File: src/rtl/nes_sram_arbiter_pkg.sv
// Shared types and constants for the NES block-RAM arbiter.
package nes_sram_arb_pkg;

    localparam int RAM_AW  = 15;
    localparam int RAM_DW  = 8;
    localparam int NUM_REQ = 3;

    localparam int REQ_LOADER = 0;
    localparam int REQ_CPU    = 1;
    localparam int REQ_PPU    = 2;

    typedef logic [1:0] req_id_t;

    typedef struct packed {
        logic              v;
        logic              we;
        req_id_t           id;
        logic [RAM_AW-1:0] addr;
        logic [RAM_DW-1:0] wdata;
    } s1_cmd_t;

    function automatic req_id_t onehot_to_id(input logic [NUM_REQ-1:0] g);
        req_id_t id;
        id = '0;
        unique case (1'b1)
            g[REQ_CPU]: id = req_id_t'(REQ_CPU);
            g[REQ_PPU]: id = req_id_t'(REQ_PPU);
            default:    id = req_id_t'(REQ_LOADER);
        endcase
        return id;
    endfunction

endpackage

File: src/rtl/nes_sram_arbiter_if.sv
// Requester-side bus of the arbiter: valid/ack command handshake
// plus tagged read-return.
interface nes_sram_arbiter_if #(
    parameter int NREQ = nes_sram_arb_pkg::NUM_REQ,
    parameter int AW   = nes_sram_arb_pkg::RAM_AW,
    parameter int DW   = nes_sram_arb_pkg::RAM_DW
);
    logic [NREQ-1:0]    req_valid;
    logic [NREQ-1:0]    req_we;
    logic [NREQ*AW-1:0] req_addr;
    logic [NREQ*DW-1:0] req_wdata;
    logic [NREQ-1:0]    req_ack;
    logic [NREQ-1:0]    rd_valid;
    logic [DW-1:0]      rd_data;

    modport master (
        output req_valid, req_we, req_addr, req_wdata,
        input  req_ack, rd_valid, rd_data
    );

    modport slave (
        input  req_valid, req_we, req_addr, req_wdata,
        output req_ack, rd_valid, rd_data
    );
endinterface

File: src/rtl/nes_sram_arbiter_pick.sv
// Combinational grant selector: loader first, then CPU/PPU by prio_ppu.
module nes_sram_arb_pick
    import nes_sram_arb_pkg::*;
(
    input  logic [NUM_REQ-1:0] valid,
    input  logic               prio_ppu,
    output logic [NUM_REQ-1:0] grant
);

    always_comb begin
        grant = '0;
        if (valid[REQ_LOADER]) begin
            grant[REQ_LOADER] = 1'b1;
        end else if (valid[REQ_CPU] && valid[REQ_PPU]) begin
            if (prio_ppu) grant[REQ_PPU] = 1'b1;
            else          grant[REQ_CPU] = 1'b1;
        end else if (valid[REQ_CPU]) begin
            grant[REQ_CPU] = 1'b1;
        end else if (valid[REQ_PPU]) begin
            grant[REQ_PPU] = 1'b1;
        end
    end

endmodule

File: src/rtl/nes_sram_arbiter.sv
// Three-port arbiter in front of a 32KBx8 single-port block RAM.
// SRAM_ARB_RR_EN: CPU/PPU round-robin; otherwise PPU beats CPU.
module nes_sram_arbiter
    import nes_sram_arb_pkg::*;
#(
    parameter int AW   = RAM_AW,
    parameter int DW   = RAM_DW,
    parameter int NREQ = NUM_REQ
) (
    input  logic                clk,
    input  logic                reset,
    nes_sram_arbiter_if.slave   bus,
    output logic                ram_ce,
    output logic                ram_oce,
    output logic                ram_wre,
    output logic [AW-1:0]       ram_ad,
    output logic [DW-1:0]       ram_din,
    input  logic [DW-1:0]       ram_dout
);

    logic [NREQ-1:0] pick_gnt;
    logic [NREQ-1:0] gnt;
    logic            prio_ppu;
    req_id_t         gid;
    s1_cmd_t         s1;
    s1_cmd_t         s1_nxt;
    logic            s2_v;
    req_id_t         s2_id;

    nes_sram_arb_pick u_pick (
        .valid    (bus.req_valid),
        .prio_ppu (prio_ppu),
        .grant    (pick_gnt)
    );

`ifdef SRAM_ARB_RR_EN
    logic rr_ppu;

    // Only CPU/PPU grants advance the pointer.
    always_ff @(posedge clk) begin
        if (reset) begin
            rr_ppu <= 1'b0;
        end else if (gnt[REQ_CPU]) begin
            rr_ppu <= 1'b1;
        end else if (gnt[REQ_PPU]) begin
            rr_ppu <= 1'b0;
        end
    end

    assign prio_ppu = rr_ppu;
`else
    assign prio_ppu = 1'b1;
`endif

    always_comb begin
        gnt = reset ? '0 : pick_gnt;
        gid = onehot_to_id(gnt);
        s1_nxt       = '0;
        s1_nxt.v     = |gnt;
        s1_nxt.we    = bus.req_we[gid];
        s1_nxt.id    = gid;
        s1_nxt.addr  = bus.req_addr[gid*AW +: AW];
        s1_nxt.wdata = bus.req_wdata[gid*DW +: DW];
    end

    assign bus.req_ack = gnt;

    // Address/data hold their last value when idle; ram_ce gates use.
    always_ff @(posedge clk) begin
        if (reset) begin
            s1 <= '0;
        end else if (|gnt) begin
            s1 <= s1_nxt;
        end else begin
            s1.v <= 1'b0;
        end
    end

    always_ff @(posedge clk) begin
        if (reset) begin
            s2_v  <= 1'b0;
            s2_id <= '0;
        end else begin
            s2_v  <= s1.v & ~s1.we;
            s2_id <= s1.id;
        end
    end

    assign ram_ce  = s1.v;
    assign ram_oce = 1'b1;
    assign ram_wre = s1.v & s1.we;
    assign ram_ad  = s1.addr;
    assign ram_din = s1.wdata;

    assign bus.rd_valid = s2_v ? (NREQ'(1) << s2_id) : '0;
    assign bus.rd_data  = ram_dout;

endmodule

File: src/flat_wrapper.sv
// flat-port wrapper written by rule: the top's interface ports become plain ports
module nes_sram_arbiter_flat import nes_sram_arb_pkg::*;
#(
    parameter int AW   = RAM_AW,
    parameter int DW   = RAM_DW,
    parameter int NREQ = NUM_REQ
)
  (clk, reset, ram_ce, ram_oce, ram_wre, ram_ad, ram_din, ram_dout, bus_req_valid, bus_req_we, bus_req_addr, bus_req_wdata, bus_req_ack, bus_rd_valid, bus_rd_data);
  nes_sram_arbiter_if #(.NREQ(NREQ), .AW(AW), .DW(DW)) bus_i ();
  input  logic clk;
  input  logic reset;
  output logic ram_ce;
  output logic ram_oce;
  output logic ram_wre;
  output logic [AW-1:0] ram_ad;
  output logic [DW-1:0] ram_din;
  input  logic [DW-1:0] ram_dout;
  input wire logic [$bits(bus_i.req_valid)-1:0] bus_req_valid;
  input wire logic [$bits(bus_i.req_we)-1:0] bus_req_we;
  input wire logic [$bits(bus_i.req_addr)-1:0] bus_req_addr;
  input wire logic [$bits(bus_i.req_wdata)-1:0] bus_req_wdata;
  output wire logic [$bits(bus_i.req_ack)-1:0] bus_req_ack;
  output wire logic [$bits(bus_i.rd_valid)-1:0] bus_rd_valid;
  output wire logic [$bits(bus_i.rd_data)-1:0] bus_rd_data;
  assign bus_i.req_valid = bus_req_valid;
  assign bus_i.req_we = bus_req_we;
  assign bus_i.req_addr = bus_req_addr;
  assign bus_i.req_wdata = bus_req_wdata;
  assign bus_req_ack = bus_i.req_ack;
  assign bus_rd_valid = bus_i.rd_valid;
  assign bus_rd_data = bus_i.rd_data;
  nes_sram_arbiter #(.AW(AW), .DW(DW), .NREQ(NREQ)) u_core (.clk(clk), .reset(reset), .bus(bus_i), .ram_ce(ram_ce), .ram_oce(ram_oce), .ram_wre(ram_wre), .ram_ad(ram_ad), .ram_din(ram_din), .ram_dout(ram_dout));
endmodule
File: config.mk
export PLATFORM = sky130hd
export DESIGN_NAME = nes_sram_arbiter_flat
export DESIGN_NICKNAME = d
export VERILOG_FILES = /design/src/rtl/nes_sram_arbiter_pkg.sv /design/src/rtl/nes_sram_arbiter_if.sv /design/src/rtl/nes_sram_arbiter_pick.sv /design/src/rtl/nes_sram_arbiter.sv /design/src/flat_wrapper.sv
export SDC_FILE = /design/constraint.sdc
export NUM_CORES = 1
export LEC_CHECK = 0
export ABC_AREA = 1
export BUFFER_PORTS_ARGS = -buffer_cell sky130_fd_sc_hd__buf_4
export CAP_MARGIN = 20
export CORE_UTILIZATION = 30
export CTS_CLUSTER_SIZE = 12
export DETAILED_ROUTE_END_ITERATION = 6
export GPL_ROUTABILITY_DRIVEN = 0
export PLACE_DENSITY = 0.66
export SLEW_MARGIN = 20
export SYNTH_ARGS = -nofsm -noshare
export SYNTH_HDL_FRONTEND = slang
export SYNTH_HIERARCHICAL = 1
export SYNTH_SLANG_ARGS = --single-unit
File: constraint.sdc
create_clock -name clk -period 1.38 [get_ports clk]
set_input_delay 0.276 -clock clk [delete_from_list [all_inputs] [get_ports clk]]
set_output_delay 0.276 -clock clk [all_outputs]
set_load 0.05 [all_outputs]
==> impl_metrics.tcl <==
set metrics [dict create \
    worst_skew_pair.late_latency_ns 0.28 \
    clockBufferDepth 2 \
    slowest_delay_ns 0.19 \
    fillers 791 \
    antenna_found_initial 0 \
    grt_pass1_vias 2436 \
    wirelength_um 6880 \
    crit_chain "buf_4 > buf_4 > nand2_1 > nor2_4 > nand2_4 > inv_2 > buf_4" \
    ys_seq_area_share_pct 25.6 \
    grt_max_degree 27 \
    vias_per_cell 4.50 \
    gr-total-overflow 0 \
    finalClockSkew_ns 0.00441 \
    cp.arrival_ns 1.04 \
    drive_above_1_share_pct 33.3 \
    dieWidth_um 90.4 \
    synth_top_cell_area_share_pct 25.6 \
    syn_avg_cell_area_um2 5.99 \
    path_class "input pin to primary output" \
    portBuffers 107 \
    final_common_cell "buf_4" \
    max_cap_violations 0 \
    synth_edf_count 0 \
    clkSinkCount 30 \
    status "completed" \
    antenna_cells 0 \
    final_cell_mix "buf_4 (129), nor2_1 (100), nand2_1 (81), inv_1 (29), dfxtp_1 (29)" \
    ys_seq_elements 30 \
    pin_count 125 \
    setup-violations-final 0 \
    min_period_ns 1.32 \
    dp_hpwl_um 5130 \
    seq_area_um2 602 \
    power_density_nw_per_um2 856 \
    core_area_um2 7410 \
    numCtsBuffers 5 \
    critPathMaxFanout 9 \
    die_y_um 90.4 \
    drt-initial-drc-count 84 \
    cts-htree-levels 2 \
    cts_root_buffer "clkbuf_8" \
    hp-class "input pin to register" \
    fp.dieArea_um2 8170 \
    async_reset_ff_share_pct 0 \
    ant_nets 0 \
    nets 559 \
    multi_input_area_um2 1240 \
    worstPathRequired_ns 1.10 \
    syn_inst 391 \
    cts_tree "built" \
    place_inst 563 \
    critPathSlowestCell "buf_4" \
    timing.final.crit_share_pct 95.7 \
    cp_common_cell "buf_4" \
    leakagePower_nw 1.81 \
    synth_ff_type "dfxtp_1" \
    final_hold_viol_count 0 \
    grt_pass1_wl_um 11200 \
    crit_path_end_kind "primary output" \
    vias 2581 \
    yosysTopAreaCell "dfxtp_1" \
    drt_pass1_iterations 4 \
    yosys-top-cells-area "dfxtp_1 (26%), nor2_1 (16%), nand2_1 (13%)" \
    ir_worst_vdd_v 0.000430 \
    wl_per_cell_um 12.0 \
    finalNonFillerCells 574 \
    yosysWarnings 6 \
    grtUsageTotal_pct 17.0 \
    synth.distinct_cells 22 \
    initial_core_util_pct 31.6 \
    startpoint_type "input pin" \
    syn_to_final_growth_pct 39.5 \
    max_clock_freq_mhz 757 \
    ctsHoldBuffers 0 \
    final_max_slew_viol_count 0 \
    drc 0 \
    num_rows 31 \
    synthesis.area_um2 2340 \
    clk_pin_slew_ns 0.06 \
    utilization_pct 44.1 \
]
[final cells by class]
cell class                      count  share of cell area, %
Clock buffer                        7                   2.64
Clock inverter                      1                  0.153
Inverter                           35                   4.09
Multi-Input combinational cell    267                   38.0
Sequential cell                    30                   18.4
Tap cell                           99                   3.79
Timing Repair Buffer              135                   32.9
[sequential cells by signal, summed over array words and instances, names as in the netlist]
signal	count
u_core/s2_v	1
u_core/s2_id	2
u_core/s1	3
u_core/ram_ad	15
u_core/ram_ce	1
u_core/ram_din	8
[critical path: cells and delay by family]
family,cells,cell delay [ns]
buffers and inverters,4,0.43
and+or+nand+nor,3,0.34
[what timing repair did]
item                       4_1_cts  5_1_grt
resized for setup                2        6
buffers inserted                 0        3
setup endpoints to repair        1        3
pin swaps                        1        3
[metal layers]
| layer | wire length, µm | GRT usage (%) | share of wire [%] |
|---|---|---|---|
| met4 | 66 | 4.30 | 0.96 |
| met3 | 552 | 5.22 | 8.0 |
| met2 | 3190 | 29.5 | 46 |
| met5 | 0 | 0 | 0 |
| met1 | 3070 | 20.2 | 45 |
[cell families (layout without fill, tap and decap cells)]
group,Yosys count,count (layout),share of synthesized area (%)
AOI/OAI and AO/OA,2,2,0.587
buffers and inverters,96,178,22.8
DFF,30,30,25.6
other,1,3,0.160
and+or+nand+nor,262,262,50.8
[power breakdown]
group / switching [W] / internal, W / total, W
combinational: 0.000624 / 0.000454 / 0.00108
clock: 0.000334 / 0.000402 / 0.000736
sequential: 0.0000410 / 0.000943 / 0.000984
[through the flow]
step	cell area, µm²	total power [W]	hold slack, ns	setup TNS [ns]	setup WS (ns)
global placement	3130	0.00206	0.408	-2.48	-0.130
floorplan	2360	0.00180	0.359	0	0.00298
finish	3270	0.00280	0.217	0	0.0598
global route	3270	0.00298	0.216	-0.000465	-0.000465
detailed placement	3130	0.00207	0.409	-3.41	-0.152
CTS	3230	0.00282	0.211	0	0.000155
[cell usage after synthesis, types with 2 or more instances]
cell      instances
nand3_1          25
nor2_1          102
inv_1            30
dfxtp_1          30
buf_1             2
buf_2            17
buf_4            38
nand3b_1         24
inv_2             4
nand2_1          82
clkbuf_1          3
nand4_1          24
[worst paths after layout]
check / endpoint / slack [ns] / start / depth (start not counted)
min reg2reg: u_core/s2_id[0]$_SDFF_PP0_ / 0.43 / u_core/s1[23]$_SDFFE_PP0P_ / 2
max reg2reg: u_core/s1[25]$_SDFFE_PP0P_ / 0.66 / u_core/s1[25]$_SDFFE_PP0P_ / 3
max: bus_req_ack[2] / 0.06 / bus_req_valid[2] / 7
min: u_core/s2_id[0]$_SDFF_PP0_ / 0.22 / reset / 2
(Power assumes the default switching activity.)
